[src/rtl/sap_prog_loader.sv]
// SAP-1 program loader: streams a program into the 16x8 RAM, pads the rest with
// FILL_WORD, and holds the CPU until the whole RAM image has been written.
`timescale 1ns/1ps
module sap_prog_loader #(
  parameter int                 ADDR_W    = 4,
  parameter int                 DATA_W    = 8,
  parameter int                 DEPTH     = 16,
  parameter logic [DATA_W-1:0]  FILL_WORD = 8'hF0
) (
  input  logic              clk,
  input  logic              reset,
  input  logic              start,
  input  logic              in_valid,
  input  logic [DATA_W-1:0] in_data,
  input  logic              in_last,
  output logic              in_ready,
  output logic              ram_we,
  output logic [ADDR_W-1:0] ram_addr,
  output logic [DATA_W-1:0] ram_wdata,
  output logic              cpu_hold,
  output logic              done,
  output logic              err,
  output logic [2:0]        dbg_state
);

  // Handshake: a byte moves when in_valid && in_ready on a rising edge; in_ready
  // depends only on state, so the source may wait on it without a comb loop.
  typedef enum logic [2:0] {
    S_IDLE   = 3'd0,
    S_LOAD   = 3'd1,
    S_FILL   = 3'd2,
    S_FINISH = 3'd3,
    S_DONE   = 3'd4
  } state_t;

  localparam logic [ADDR_W-1:0] LAST_ADDR = ADDR_W'(DEPTH - 1);

  state_t              r_state;
  logic [ADDR_W-1:0]   r_addr;
  logic                r_ram_we;
  logic [ADDR_W-1:0]   r_ram_addr;
  logic [DATA_W-1:0]   r_ram_wdata;
  logic                r_cpu_hold;
  logic                r_done;
  logic                r_err;

  logic                w_in_load;
  logic                w_xfer;
  logic                w_at_last;

  assign w_in_load = (r_state == S_LOAD);
  assign w_xfer    = in_valid && w_in_load;
  assign w_at_last = (r_addr == LAST_ADDR);

  always_ff @(posedge clk or negedge reset) begin
    if (!reset) begin
      r_state     <= S_IDLE;
      r_addr      <= '0;
      r_ram_we    <= 1'b0;
      r_ram_addr  <= '0;
      r_ram_wdata <= '0;
      r_cpu_hold  <= 1'b1;
      r_done      <= 1'b0;
      r_err       <= 1'b0;
    end else begin
      case (r_state)
        S_IDLE: begin
          r_ram_we   <= 1'b0;
          r_cpu_hold <= 1'b1;
          if (start) begin
            r_state <= S_LOAD;
            r_addr  <= '0;
            r_err   <= 1'b0;
            r_done  <= 1'b0;
          end
        end

        S_LOAD: begin
          if (w_xfer) begin
            r_ram_we    <= 1'b1;
            r_ram_addr  <= r_addr;
            r_ram_wdata <= in_data;
            r_addr      <= r_addr + ADDR_W'(1);
            // The RAM is full on the last address whether or not in_last came.
            if (w_at_last) begin
              r_state <= S_FINISH;
              if (!in_last) r_err <= 1'b1;
            end else if (in_last) begin
              r_state <= S_FILL;
            end
          end else begin
            r_ram_we <= 1'b0;
          end
        end

        S_FILL: begin
          r_ram_we    <= 1'b1;
          r_ram_addr  <= r_addr;
          r_ram_wdata <= FILL_WORD;
          r_addr      <= r_addr + ADDR_W'(1);
          if (w_at_last) r_state <= S_FINISH;
        end

        S_FINISH: begin
          r_ram_we   <= 1'b0;
          r_cpu_hold <= 1'b0;
          r_done     <= 1'b1;
          r_state    <= S_DONE;
        end

        S_DONE: begin
          r_ram_we <= 1'b0;
          if (start) begin
            r_state    <= S_LOAD;
            r_addr     <= '0;
            r_cpu_hold <= 1'b1;
            r_done     <= 1'b0;
            r_err      <= 1'b0;
          end
        end

        default: begin
          r_state  <= S_IDLE;
          r_ram_we <= 1'b0;
        end
      endcase
    end
  end

  assign in_ready  = w_in_load;
  assign ram_we    = r_ram_we;
  assign ram_addr  = r_ram_addr;
  assign ram_wdata = r_ram_wdata;
  assign cpu_hold  = r_cpu_hold;
  assign done      = r_done;
  assign err       = r_err;
  assign dbg_state = r_state;

endmodule

[config.mk]
export PLATFORM = sky130hd
export DESIGN_NAME = sap_prog_loader
export DESIGN_NICKNAME = d
export VERILOG_FILES = /design/src/rtl/sap_prog_loader.sv
export SDC_FILE = /design/constraint.sdc
export NUM_CORES = 1
export LEC_CHECK = 0
export ABC_AREA = 1
export CORE_MARGIN = 2
export CORE_UTILIZATION = 29
export CTS_CLUSTER_DIAMETER = 200
export DETAILED_ROUTE_END_ITERATION = 10
export GPL_ROUTABILITY_DRIVEN = 0
export PLACE_DENSITY = 0.54
export SYNTH_ARGS = -nofsm -noshare
export SYNTH_HDL_FRONTEND = slang
export SYNTH_SLANG_ARGS = --single-unit
[constraint.sdc]
create_clock -name clk -period 2 [get_ports clk]
set_input_delay 0.4 -clock clk [delete_from_list [all_inputs] [get_ports clk]]
set_output_delay 0.4 -clock clk [all_outputs]
set_load 0.03 [all_outputs]
==> impl_metrics.py <==
metrics = {
    "logic_synthesis": {
        "synth.avg_cell_area_um2": 8.67,
        "synth_cell_type_count": 22,
        "yosysTopAreaCell": "dfrtp_1",
        "syn_inst": 123,
        "ys_warn_count": 0,
        "synth.net_count": 137,
        "yosysSeqAreaShare_pct": 54.1,
        "ys_top_cells_by_area": "dfrtp_1, nand2_1, nand3_1",
        "synth_top_area_share_pct": 51.6,
        "synth_area_um2": 1070,
        "synth-seq-cells": 23,
    },
    "power": {
        "p_seq_share_pct": 32.3,
        "power.switching_mw": 1.08,
        "power_leakage_nw": 0.698,
        "switching_share_pct": 45.4,
        "finalPower_mw": 2.39,
        "power_density_nw_per_um2": 1590,
        "pwr-share-clk_pct": 12.3,
        "combPwrFrac_pct": 55.4,
        "p_int_mw": 1.30,
        "peakVddDrop_mv": 0.383,
    },
    "final_layout": {
        "layout-drive-gt1-share_pct": 14.4,
        "mostFrequentLayoutCell": "nand2_1",
        "diodes": 0,
        "final_util_pct": 41.6,
        "syn_to_final_growth_pct": 40.7,
        "fin_cells": 208,
        "nets": 175,
        "final_cell_mix": "nand2_1, clkdlybuf4s50_1, dfrtp_1",
        "fill_cells": 377,
    },
    "die": {
        "io_pins": 33,
        "dieArea_um2": 4180,
        "coreArea_um2": 3610,
        "die_y_um": 64.6,
        "fp-row-count": 22,
        "initial_core_util_pct": 29.6,
        "die_w_um": 64.6,
    },
    "cts": {
        "numCtsBuffers": 3,
        "cts_tree": "built",
        "cts_sinks": 23,
        "cts_root_buf": "clkbuf_8",
        "cts_max_level": 1,
        "cts_setup_buffers": 0,
        "clk_pin_slew_ns": 0.08,
        "hold_buffers": 0,
        "clk_latency_ns": 0.26,
        "clock_path_buffers": 2,
        "ctsResizeCount": 1,
    },
    "grt": {
        "grt_max_degree": 24,
        "top_usage_layer": "met2",
        "grt_overflow": 0,
        "grt_pass1_vias": 908,
        "met1_usage_pct": 14.0,
        "grt_pass1_wl_um": 3970,
        "grt_use_total_pct": 12.1,
        "grtUsageMet2_pct": 21.7,
        "grt.met3_usage_pct": 2.43,
        "antenna_found_initial": 0,
    },
    "drt": {
        "postRouteAntennaNets": 0,
        "wl_per_cell_um": 11.0,
        "viasPerCell": 4.48,
        "routed_wl_um": 2290,
        "dr.first_iter.drc_count": 19,
        "remaining_drc_errors": 0,
        "drt-pass1-iter-count": 4,
        "vias": 931,
    },
    "sta": {
        "rsz0062_at_grt": "false",
        "tightest_slew_ns": 0.326,
        "layout_min_cycle_time_ns": 1.86,
        "timing.final.hold_violations": 0,
        "hold_ws_ns": 0.463,
        "max_freq_mhz": 539,
        "fin_tns_setup_ns": 0,
        "setup_viol": 0,
        "maxSlewViolCount": 0,
        "min_period_over_period_pct": 92.8,
        "skew_ns": 0.00209,
        "maxSlewHeadroom_pct": 78.2,
    },
    "worst_setup_path": {
        "cp_max_fo": 2,
        "setup.worst_path.class": "flip-flop to output pin",
        "cp_top_family": "buffers and inverters",
        "path_buf_inv": 1,
        "cpPeakStageDelay_ns": 0.66,
        "critPathArrivalTime_ns": 1.46,
        "cp.required_ns": 1.60,
        "end_kind": "output pin",
        "start_kind": "flip-flop",
        "path_cells": "clkdlybuf4s50_1",
        "slowest_stage": "clkdlybuf4s50_1",
    },
    "run_status": {
        "status": "finished clean",
    },
    "flow_run": {
        "maxCapViolations": 0,
    },
    "min_path": {
        "hp-class": "flip-flop to flip-flop",
    },
    "placed_design": {
        "hpwl_um": 1760,
        "dp.cells": 204,
        "port_buffers": 32,
    },
}
==> synthesized netlist by cell type (all sizes together) <==
cell type / n
buf: 3
dfstp: 1
nor3b: 1
inv: 9
o21a: 1
o21ai: 4
a21oi: 2
nand3: 19
dfrtp: 22
xor2: 1
nand2: 35
nor3: 2
nand4: 1
nor2: 21
ha: 1
==> sequential cells by signal (all words and copies together), names as in the netlist <==
signal     count
dbg_state      3
err            1
ram_we         1
ram_wdata      8
r_addr         4
cpu_hold       1
done           1
ram_addr       4
==> through the flow <==
step	area (um^2)	setup slack, ns
final	1500	0.144
after global routing	1500	0.109
after CTS	1500	0.137
after detailed placement	1450	0.245
after global placement	1450	0.275
after floorplan	1070	0.410
==> power groups by stage <==
stage | logic [mW] | clock network, mW | registers, mW
2_1_floorplan | 0.554 | 0 | 1.08
3_3_place_gp | 1.34 | 0 | 0.772
3_5_place_dp | 1.35 | 0 | 0.784
4_1_cts | 1.34 | 0.302 | 0.774
5_1_grt | 1.45 | 0.321 | 0.795
6_report | 1.32 | 0.293 | 0.772
==> tightest hold or removal path: stages (launching register included) <==
cell	delay, ns
dfstp_2	0.38
nand2_1	0.05
nand2_1	0.04
==> path summary, 6_finish.rpt <==
path	startpoint	endpoint	slack, ns	depth (start not counted)
min in group asynchronous	reset	ram_wdata[4]	0.49	2
max in group asynchronous	reset	cpu_hold	1.23	2
worst min-delay path	cpu_hold	cpu_hold	0.46	2
worst min register to register	cpu_hold	cpu_hold	0.46	2
worst max register to register	dbg_state[1]	ram_addr[0]	0.58	6
worst max-delay path	cpu_hold	cpu_hold	0.14	1
==> layout make-up <==
cell class	instances	area, um^2	share of cell area (%)
clock inverters	1	7.51	0.500
clock buffers	3	41.3	2.75
flip-flops and latches	23	577	38.4
repair buffers	36	349	23.3
well taps	48	60.1	4.00
multi-input cells	88	432	28.8
inverters	9	33.8	2.25
==> logic make-up after synthesis <==
| logic type | after synthesis | synth area share [%] |
|---|---|---|
| compound gates | 7 | 3.52 |
| xor+xnor | 1 | 0.822 |
| fa+ha+maj | 1 | 1.17 |
| buf+inv | 12 | 5.40 |
| flops | 23 | 54.1 |
| simple gates | 79 | 35.0 |
==> per-layer routing <==
| layer | up-vias | wire length, um | share of wire [%] |
|---|---|---|---|
| li1 | 466 | - | - |
| met5 | - | 0 | 0 |
| met3 | 2 | 138 | 6.0 |
| met2 | 27 | 1150 | 50 |
| met1 | 436 | 970 | 42 |
| met4 | 0 | 27 | 1.2 |
Power figures use the tool's default switching activity.
